--- src/rtl/reorder_buffer_if.sv ---
// rtl/reorder_buffer_if.sv - dispatch, query, broadcast and retire signals of the reorder buffer
interface reorder_buffer_if #(
    parameter int ROB_WIDTH_BIT = 3
);
    logic                     issue_valid;
    logic                     issue_has_rd;
    logic [4:0]               issue_rd;
    logic                     issue_done;
    logic [31:0]              issue_value;
    logic [ROB_WIDTH_BIT-1:0] issue_rob_id;
    logic                     full;
    logic                     empty;

    logic [ROB_WIDTH_BIT-1:0] q1_id;
    logic [ROB_WIDTH_BIT-1:0] q2_id;
    logic                     q1_ready;
    logic                     q2_ready;
    logic [31:0]              q1_value;
    logic [31:0]              q2_value;

    logic                     rs_ready;
    logic [ROB_WIDTH_BIT-1:0] rs_rob_id;
    logic [31:0]              rs_value;
    logic                     lsb_ready;
    logic [ROB_WIDTH_BIT-1:0] lsb_rob_id;
    logic [31:0]              lsb_value;

    logic                     commit_valid;
    logic [ROB_WIDTH_BIT-1:0] commit_rob_id;
    logic                     commit_has_rd;
    logic [4:0]               commit_rd;
    logic [31:0]              commit_value;

    modport master (
        output issue_valid, issue_has_rd, issue_rd, issue_done, issue_value,
        output q1_id, q2_id,
        output rs_ready, rs_rob_id, rs_value, lsb_ready, lsb_rob_id, lsb_value,
        input  issue_rob_id, full, empty,
        input  q1_ready, q2_ready, q1_value, q2_value,
        input  commit_valid, commit_rob_id, commit_has_rd, commit_rd, commit_value
    );

    modport slave (
        input  issue_valid, issue_has_rd, issue_rd, issue_done, issue_value,
        input  q1_id, q2_id,
        input  rs_ready, rs_rob_id, rs_value, lsb_ready, lsb_rob_id, lsb_value,
        output issue_rob_id, full, empty,
        output q1_ready, q2_ready, q1_value, q2_value,
        output commit_valid, commit_rob_id, commit_has_rd, commit_rd, commit_value
    );
endinterface

--- src/rtl/reorder_buffer.sv ---
// rtl/reorder_buffer.sv - in-order retirement buffer with result capture and operand lookup
module reorder_buffer #(
    parameter int ROB_WIDTH_BIT = 3
) (
    input  logic           clk_in,
    input  logic           rst_in,
    input  logic           rdy_in,
    input  logic           flush,
    reorder_buffer_if.slave bus
);
    localparam int ROB_SIZE = 1 << ROB_WIDTH_BIT;
    localparam logic [ROB_WIDTH_BIT:0] FULL_COUNT = (ROB_WIDTH_BIT+1)'(ROB_SIZE);

    logic [ROB_SIZE-1:0]      r_busy;
    logic [ROB_SIZE-1:0]      r_done;
    logic [ROB_SIZE-1:0]      r_has_rd;
    logic [4:0]               r_rd    [ROB_SIZE];
    logic [31:0]              r_value [ROB_SIZE];
    logic [ROB_WIDTH_BIT-1:0] r_head;
    logic [ROB_WIDTH_BIT-1:0] r_tail;
    logic [ROB_WIDTH_BIT:0]   r_count;

    logic                     r_commit_valid;
    logic [ROB_WIDTH_BIT-1:0] r_commit_rob_id;
    logic                     r_commit_has_rd;
    logic [4:0]               r_commit_rd;
    logic [31:0]              r_commit_value;

    logic                     w_full;
    logic                     w_issue_ok;
    logic                     w_commit;
    logic                     w_rs_hit;
    logic                     w_lsb_hit;
    logic [ROB_WIDTH_BIT:0]   w_count_next;

    assign w_full     = (r_count == FULL_COUNT);
    assign w_issue_ok = bus.issue_valid && !w_full;
    assign w_commit   = r_busy[r_head] && r_done[r_head];
    assign w_rs_hit   = bus.rs_ready && r_busy[bus.rs_rob_id];
    assign w_lsb_hit  = bus.lsb_ready && r_busy[bus.lsb_rob_id];

    always_comb begin
        w_count_next = r_count;
        if (w_issue_ok && !w_commit)
            w_count_next = r_count + 1'b1;
        else if (!w_issue_ok && w_commit)
            w_count_next = r_count - 1'b1;
    end

    always_ff @(posedge clk_in or negedge rst_in) begin
        if (!rst_in) begin
            r_busy          <= '0;
            r_done          <= '0;
            r_head          <= '0;
            r_tail          <= '0;
            r_count         <= '0;
            r_commit_valid  <= 1'b0;
            r_commit_rob_id <= '0;
            r_commit_has_rd <= 1'b0;
            r_commit_rd     <= '0;
            r_commit_value  <= '0;
        end else if (rdy_in) begin
            if (flush) begin
                r_busy         <= '0;
                r_done         <= '0;
                r_head         <= '0;
                r_tail         <= '0;
                r_count        <= '0;
                r_commit_valid <= 1'b0;
            end else begin
                r_commit_valid <= w_commit;
                if (w_commit) begin
                    r_commit_rob_id <= r_head;
                    r_commit_has_rd <= r_has_rd[r_head];
                    r_commit_rd     <= r_rd[r_head];
                    r_commit_value  <= r_value[r_head];
                    r_busy[r_head]  <= 1'b0;
                    r_head          <= r_head + 1'b1;
                end
                if (w_issue_ok) begin
                    r_busy[r_tail] <= 1'b1;
                    r_done[r_tail] <= bus.issue_done;
                    r_tail         <= r_tail + 1'b1;
                end
                if (w_rs_hit)
                    r_done[bus.rs_rob_id] <= 1'b1;
                if (w_lsb_hit)
                    r_done[bus.lsb_rob_id] <= 1'b1;
                r_count <= w_count_next;
            end
        end
    end

    // Payload needs no reset: an entry is only read once busy, and issue always rewrites it.
    always_ff @(posedge clk_in) begin
        if (rdy_in && !flush) begin
            if (w_issue_ok) begin
                r_has_rd[r_tail] <= bus.issue_has_rd;
                r_rd[r_tail]     <= bus.issue_rd;
                r_value[r_tail]  <= bus.issue_value;
            end
            if (w_rs_hit)
                r_value[bus.rs_rob_id] <= bus.rs_value;
            if (w_lsb_hit)
                r_value[bus.lsb_rob_id] <= bus.lsb_value;
        end
    end

    function automatic logic [32:0] f_lookup(input logic [ROB_WIDTH_BIT-1:0] id);
        if (r_done[id])
            return {1'b1, r_value[id]};
        else if (bus.rs_ready && bus.rs_rob_id == id)
            return {1'b1, bus.rs_value};
        else if (bus.lsb_ready && bus.lsb_rob_id == id)
            return {1'b1, bus.lsb_value};
        else
            return 33'd0;
    endfunction

    assign {bus.q1_ready, bus.q1_value} = f_lookup(bus.q1_id);
    assign {bus.q2_ready, bus.q2_value} = f_lookup(bus.q2_id);

    assign bus.issue_rob_id  = r_tail;
    assign bus.full          = w_full;
    assign bus.empty         = (r_count == '0);
    assign bus.commit_valid  = r_commit_valid;
    assign bus.commit_rob_id = r_commit_rob_id;
    assign bus.commit_has_rd = r_commit_has_rd;
    assign bus.commit_rd     = r_commit_rd;
    assign bus.commit_value  = r_commit_value;
endmodule
--- src/flat_wrapper.sv ---
// flat-port wrapper written by rule: the top's interface ports become plain ports
module reorder_buffer_flat 
#(
    parameter int ROB_WIDTH_BIT = 3
)
  (clk_in, rst_in, rdy_in, flush, bus_issue_valid, bus_issue_has_rd, bus_issue_rd, bus_issue_done, bus_issue_value, bus_q1_id, bus_q2_id, bus_rs_ready, bus_rs_rob_id, bus_rs_value, bus_lsb_ready, bus_lsb_rob_id, bus_lsb_value, bus_issue_rob_id, bus_full, bus_empty, bus_q1_ready, bus_q2_ready, bus_q1_value, bus_q2_value, bus_commit_valid, bus_commit_rob_id, bus_commit_has_rd, bus_commit_rd, bus_commit_value);
  reorder_buffer_if #(.ROB_WIDTH_BIT(ROB_WIDTH_BIT)) bus_i ();
  input  logic clk_in;
  input  logic rst_in;
  input  logic rdy_in;
  input  logic flush;
  input wire logic [$bits(bus_i.issue_valid)-1:0] bus_issue_valid;
  input wire logic [$bits(bus_i.issue_has_rd)-1:0] bus_issue_has_rd;
  input wire logic [$bits(bus_i.issue_rd)-1:0] bus_issue_rd;
  input wire logic [$bits(bus_i.issue_done)-1:0] bus_issue_done;
  input wire logic [$bits(bus_i.issue_value)-1:0] bus_issue_value;
  input wire logic [$bits(bus_i.q1_id)-1:0] bus_q1_id;
  input wire logic [$bits(bus_i.q2_id)-1:0] bus_q2_id;
  input wire logic [$bits(bus_i.rs_ready)-1:0] bus_rs_ready;
  input wire logic [$bits(bus_i.rs_rob_id)-1:0] bus_rs_rob_id;
  input wire logic [$bits(bus_i.rs_value)-1:0] bus_rs_value;
  input wire logic [$bits(bus_i.lsb_ready)-1:0] bus_lsb_ready;
  input wire logic [$bits(bus_i.lsb_rob_id)-1:0] bus_lsb_rob_id;
  input wire logic [$bits(bus_i.lsb_value)-1:0] bus_lsb_value;
  output wire logic [$bits(bus_i.issue_rob_id)-1:0] bus_issue_rob_id;
  output wire logic [$bits(bus_i.full)-1:0] bus_full;
  output wire logic [$bits(bus_i.empty)-1:0] bus_empty;
  output wire logic [$bits(bus_i.q1_ready)-1:0] bus_q1_ready;
  output wire logic [$bits(bus_i.q2_ready)-1:0] bus_q2_ready;
  output wire logic [$bits(bus_i.q1_value)-1:0] bus_q1_value;
  output wire logic [$bits(bus_i.q2_value)-1:0] bus_q2_value;
  output wire logic [$bits(bus_i.commit_valid)-1:0] bus_commit_valid;
  output wire logic [$bits(bus_i.commit_rob_id)-1:0] bus_commit_rob_id;
  output wire logic [$bits(bus_i.commit_has_rd)-1:0] bus_commit_has_rd;
  output wire logic [$bits(bus_i.commit_rd)-1:0] bus_commit_rd;
  output wire logic [$bits(bus_i.commit_value)-1:0] bus_commit_value;
  assign bus_i.issue_valid = bus_issue_valid;
  assign bus_i.issue_has_rd = bus_issue_has_rd;
  assign bus_i.issue_rd = bus_issue_rd;
  assign bus_i.issue_done = bus_issue_done;
  assign bus_i.issue_value = bus_issue_value;
  assign bus_i.q1_id = bus_q1_id;
  assign bus_i.q2_id = bus_q2_id;
  assign bus_i.rs_ready = bus_rs_ready;
  assign bus_i.rs_rob_id = bus_rs_rob_id;
  assign bus_i.rs_value = bus_rs_value;
  assign bus_i.lsb_ready = bus_lsb_ready;
  assign bus_i.lsb_rob_id = bus_lsb_rob_id;
  assign bus_i.lsb_value = bus_lsb_value;
  assign bus_issue_rob_id = bus_i.issue_rob_id;
  assign bus_full = bus_i.full;
  assign bus_empty = bus_i.empty;
  assign bus_q1_ready = bus_i.q1_ready;
  assign bus_q2_ready = bus_i.q2_ready;
  assign bus_q1_value = bus_i.q1_value;
  assign bus_q2_value = bus_i.q2_value;
  assign bus_commit_valid = bus_i.commit_valid;
  assign bus_commit_rob_id = bus_i.commit_rob_id;
  assign bus_commit_has_rd = bus_i.commit_has_rd;
  assign bus_commit_rd = bus_i.commit_rd;
  assign bus_commit_value = bus_i.commit_value;
  reorder_buffer #(.ROB_WIDTH_BIT(ROB_WIDTH_BIT)) u_core (.clk_in(clk_in), .rst_in(rst_in), .rdy_in(rdy_in), .flush(flush), .bus(bus_i));
endmodule
--- config.mk ---
export PLATFORM = sky130hd
export DESIGN_NAME = reorder_buffer_flat
export DESIGN_NICKNAME = d
export VERILOG_FILES = /design/src/rtl/reorder_buffer_if.sv /design/src/rtl/reorder_buffer.sv /design/src/flat_wrapper.sv
export SDC_FILE = /design/constraint.sdc
export NUM_CORES = 1
export LEC_CHECK = 0
export BUFFER_PORTS_ARGS = -buffer_cell sky130_fd_sc_hd__buf_2
export CELL_PAD_IN_SITES_DETAIL_PLACEMENT = 0
export CELL_PAD_IN_SITES_GLOBAL_PLACEMENT = 2
export CORE_MARGIN = 4
export CORE_UTILIZATION = 30
export DETAILED_ROUTE_END_ITERATION = 8
export GPL_TIMING_DRIVEN = 0
export PLACE_DENSITY_LB_ADDON = 0.1
export SYNTH_ARGS = -nofsm -noshare
export SYNTH_HDL_FRONTEND = slang
export SYNTH_SLANG_ARGS = --single-unit
--- constraint.sdc ---
create_clock -name clk_in -period 7.5 [get_ports clk_in]
set_clock_uncertainty 0.2 [all_clocks]
set_input_delay 0.75 -clock clk_in [delete_from_list [all_inputs] [get_ports clk_in]]
set_output_delay 0.75 -clock clk_in [all_outputs]
set_load 0.1 [all_outputs]
### After elaboration in Yosys (flattened, before gate mapping)

Memory sizes are Yosys's and may differ from the RTL's. A register that Yosys moved wholly into a read port is not among the register bits.
Index checks and enable logic that the tools add are counted.

* input port bits: 122
* register bits after elaboration: 39
* output and inout port bits: 113
* memories: 2
* bits in writable memories: 296

Memories
* u_core.r_value: words 8, bits a word 32, rd ports 3, clocked after Yosys merged registers in 1, write ports 3, line reorder_buffer.sv:18 `logic [31:0] r_value [ROB_SIZE];`
* u_core.r_rd: words 8, bits a word 5, rd ports 1, clocked after Yosys merged registers in 1, write ports 1, line reorder_buffer.sv:17 `logic [4:0] r_rd [ROB_SIZE];`

* reduce and logical (&&, ||, !) cells: 30
* multiplexer cells: 60
* equal/unequal tests: 5
* $lt $le $gt $ge: 10
* add/subtract/negate cells: 4
* bitwise logic cells: 6

Operator list (number)
* 2-to-1 mux 33 bit: 6
* 2-to-1 mux 8 bit: 13
* < comparator 3 x 4 -> 1 bit, second input constant: 6
* OR 8 bit: 3
* binary-select mux 1 bit (select 3 bit): 7
* 2-to-1 mux 1 bit: 21
* bitwise mux 8 bit: 2
* logical AND 1 bit: 15
* demux 1 bit (select 3 bit): 4
* == test 3 bit: 4
* greater-or-equal comparator 3 x 1 -> 1 bit, second input constant: 4
* 2-to-1 mux 3 bit: 4
* 2-to-1 mux 4 bit: 3
* AND 8 bit: 1
* inverter 8 bit: 1
* AND reduction 2 bit: 4
* adder 3 x 1 -> 3 bit, second input constant: 2
* logical NOT 1 bit: 6
* adder 4 x 1 -> 4 bit, second input constant: 1
* == test 4 bit, second input constant: 1
* logical NOT 4 bit: 1
* nonzero test 2 bit: 2
* subtractor 4 x 1 -> 4 bit, second input constant: 1
* AND reduction 3 bit: 1
* other kinds (2): 2

### Longest topological paths before layout

* word-level depth: 15
* depth in mapped cells: 13
* gate-level depth less buffers: 12

### Worst setup path after synthesis

OpenSTA, ideal clock, no wires.

* path type: input to output
* start point: in bus_q1_id[0]
* end point: out bus_q1_value[15]
* path slack: 3.058 ns
* stages: 8
* required time: 6.550 ns
* path buffers: 4
* arrival time: 3.492 ns
* cells stage by stage: buf_2 buf_2 mux4_2 mux2i_1 buf_2 buf_2 a211oi_1 a21oi_1

* cells in the longest elaborated chain, start to end: 5

RTL lines
* start: declaration: line flat_wrapper.sv:17 `input wire logic [$bits(bus_i.q1_id)-1:0] bus_q1_id;`
* == test 3 bit: line reorder_buffer.sv:114 `else if (bus.lsb_ready && bus.lsb_rob_id == id)`
* logical AND 1 bit: line reorder_buffer.sv:114
* 2-to-1 mux 33 bit: line reorder_buffer.sv:114
* 2-to-1 mux 33 bit: line reorder_buffer.sv:112 `else if (bus.rs_ready && bus.rs_rob_id == id)`
* 2-to-1 mux 33 bit (*): line reorder_buffer.sv:110 `if (r_done[id])`
* end: declaration: line flat_wrapper.sv:30 `output wire logic [$bits(bus_i.q1_value)-1:0] bus_q1_value;`

Every way passes the cells marked *; elsewhere a longest branch is shown, timed or not. The select of a mux whose other input is x is not followed.

### Worst setup path after layout

* start point: in bus_q2_id[2]
* end point: out bus_q2_value[31]

* cells in the longest elaborated chain, start to end: 5

RTL lines
* start: declaration: line flat_wrapper.sv:18 `input wire logic [$bits(bus_i.q2_id)-1:0] bus_q2_id;`
* == test 3 bit: line reorder_buffer.sv:114
* logical AND 1 bit: line reorder_buffer.sv:114
* 2-to-1 mux 33 bit: line reorder_buffer.sv:114
* 2-to-1 mux 33 bit: line reorder_buffer.sv:112
* 2-to-1 mux 33 bit (*): line reorder_buffer.sv:110
* end: declaration: line flat_wrapper.sv:31 `output wire logic [$bits(bus_i.q2_value)-1:0] bus_q2_value;`

Marked as above.

==> metrics <==
gr busiest metal=met2; Power Dens Cells=204 mW/mm2; FF-to-FF setup slack=3.23 ns; Critical Path AT=4.41 ns; met3 usage=6.41%; Avg Synthesized Cell Area=11.7 um2; commonest non-fill, non-tap cell in the layout=edfxtp_1; vias in the first global route=21700; crit path time final=5.36 ns; CTS Sinks=372; CTS Root Cell=clkbuf_16; multiplexer share of the synthesized area=28.0%; Hold Crit Class=in2reg; Final GP Congestion=0.863; #FFs+latches synth=372; Final Hold Slack=0.215 ns; top cells by area, synth=edfxtp_1, mux4_2, mux2i_1; slew at the pin closest to its max-slew limit=1.65 ns; multi-input logic area=0.0136 mm2; count of pins over their slew limit=48; syn nets=2334; post-synth top area share=35.4%; xor and xnor fraction of the mapped netlist area=0.475%; Vias=21900; Worst-path clk slew=0.06 ns; failing checks=capacitance limit, slew limit; asr flop ratio synth=18.3%; Post-Syn Area=0.0258 mm2; worst vdd ir=0.000183 V; GRT Total Usage=29.6%; first-pass GRT wire length=185000 um; status=complete, but fails checks; clk_lat worst skew=0.62 ns; Post-synth top flop=edfxtp_1; post-synthesis cell count=2207; register area=0.0108 mm2; adder-cell share of the synthesized area=0.271%; Worst Path Required=6.55 ns; total routed wirelength=138000 um; total power=6.17 mW; Fmax=187 MHz; Simple-Gate Fraction of Synth Area=8.59%; RSZ-0062 raised after global routing=false; critical path class=in2out; final net count=2565; complex-gate fraction of the synthesized area=15.0%; period utilization=71.5%; FILL cells=8465; startpoint class of the critical path=primary input; Longest Clk Path Bufs=3; largest fanout on the critical path=10; hpwl dp=93300 um; CTS tree=yes; TritonCTS Buffers=50; GR Overflow Total=0; DRC Markers=0; row cnt=107; Layout Utilization=35.4%; post-synthesis sequential area ratio=41.9%; slew margin rel.=-10.3%; Core Box Area=0.0853 mm2; vias per std cell=6.04; leakage power=11.5 nW; wire per inst=37.9 um; number of flops mapped to enable cells by yosys=304; antenna viol nets, final=0; number of DRC markers in iteration 0=2832; 1st-pass router iterations=5; largest family of logic cells by synthesized area=multiplexers; largest area contributor in the netlist=edfxtp_1; maxcap violations=6; count of cell types in the netlist=70; setup_tns=0 ns; met1 usage=39.1%; largest net degree at the start of global routing=42; CP Capture Type=output port; Hold Fails Final Rpt=0; initial antenna violation count=17; port bufs=163; Die Ht=301 um; synth warn=0; ratio of cells with drive above 1 in the final layout=28.6%; Synth-to-Final Area Change=16.8%; routing usage on met2=47.0%; # IOs=235; Initial Util=30.3%; H-tree Lvls=2; chip width=301 um; setup violators final=0; Die ar.=0.0908 mm2; most frequent cells in the layout=edfxtp_1, buf_2, mux2i_1; Setup Fix Bufs, Post-CTS=0
-- timing repair --
item | CTS | global route
endpoints found under the hold margin | 27 | 0
hold buffers | 1 | 0
resized for setup | 0 | 0
-- metal layers --
layer	vias to the layer above	part of all wire (%)
met4	4	4.8
met1	11200	41
met2	1315	46
li1	9058	-
met3	302	8.8
met5	-	0.020
-- area by class of cell --
type / count / area share, %
Sequential cell: 372 / 35.9
Antenna cell: 9 / 0.0747
Buffer: 267 / 4.64
Inverter: 16 / 0.199
Timing Repair Buffer: 179 / 3.76
Tap cell: 1144 / 4.74
Clock inverter: 23 / 0.958
Clock buffer: 69 / 4.69
Multi-Input combinational cell: 1552 / 45.0
-- where the power goes --
part	internal [mW]	switching, mW
sequential	2.30	0.0516
clock	1.55	1.01
combinational	0.342	0.922
-- path summary, 6_finish.rpt --
path / startpoint / end / depth (start not counted)
min reg2reg: u_core.bus.commit_valid / u_core.bus.commit_valid / 1
max: bus_q2_id[2] / bus_q2_value[31] / 7
min: bus_issue_has_rd / u_core.r_has_rd[6] / 1
min in group asynchronous: rst_in / u_core.bus.commit_value[25] / 2
max in group asynchronous: rst_in / u_core.r_head[0] / 3
max reg2reg: u_core.r_head[2] / u_core.bus.commit_value[0] / 8
-- per-stage QoR --
| stage | std cells | instance area [um2] | setup WS, ns |
|---|---|---|---|
| after floorplan | 2207 | 25800 | 3.06 |
| after global placement | 3514 | 28100 | 1.23 |
| after detailed placement | 3529 | 28400 | 2.31 |
| after CTS | 3622 | 30100 | 2.31 |
| after global routing | 3627 | 30200 | 2.25 |
| final | 3631 | 30200 | 2.14 |
-- sequential cells by signal, summed over array words and instances (netlist names) --
| name | cells |
|---|---|
| u_core.r_has_rd | 8 |
| u_core.bus.commit_has_rd | 1 |
| u_core.r_count | 4 |
| u_core.bus.issue_rob_id | 3 |
| u_core.bus.commit_rob_id | 3 |
| u_core.r_done | 8 |
| u_core.r_rd | 40 |
| u_core.bus.commit_rd | 5 |
| u_core.r_value | 256 |
| u_core.r_busy | 8 |
| u_core.bus.commit_valid | 1 |
| u_core.r_head | 3 |
| u_core.bus.commit_value | 32 |
-- worst max-delay path, cell delays in order --
cell	delay, ns
buf_2	0.18
clkbuf_1	0.74
clkbuf_1	0.75
clkbuf_1	0.84
a211oi_1	0.17
a21oi_1	0.43
buf_2	0.52
-- logic make-up after synthesis --
kind of cell | Yosys count
DFF | 372
xor gates and xnor gates | 14
AOI/OAI and AO/OA | 594
buffers and inverters | 283
muxes | 499
and+or+nand+nor | 440
adders and majority gates | 5
-- synthesized netlist by cell type, drive strengths merged (2+ instances only) --
cell type	number
o21ai	116
nand3	42
a21o	3
o31ai	2
nor2	116
a32o	5
and4	2
and3	7
a21oi	165
nor2b	72
xnor2	10
a211oi	64
dfrtp	68
o2111a	2
ha	4
mux2i	196
nand2	140
a22oi	163
nand4b	4
o2111ai	3
clkbuf	107
mux2	171
nor3	6
mux4	132
inv	16
a22o	30
a221oi	27
a31oi	8
xor2	4
buf	160
nor3b	2
and2	12
nand4	22
edfxtp	304
nand3b	8
No activity file was read; power rests on OpenSTA's default activity.
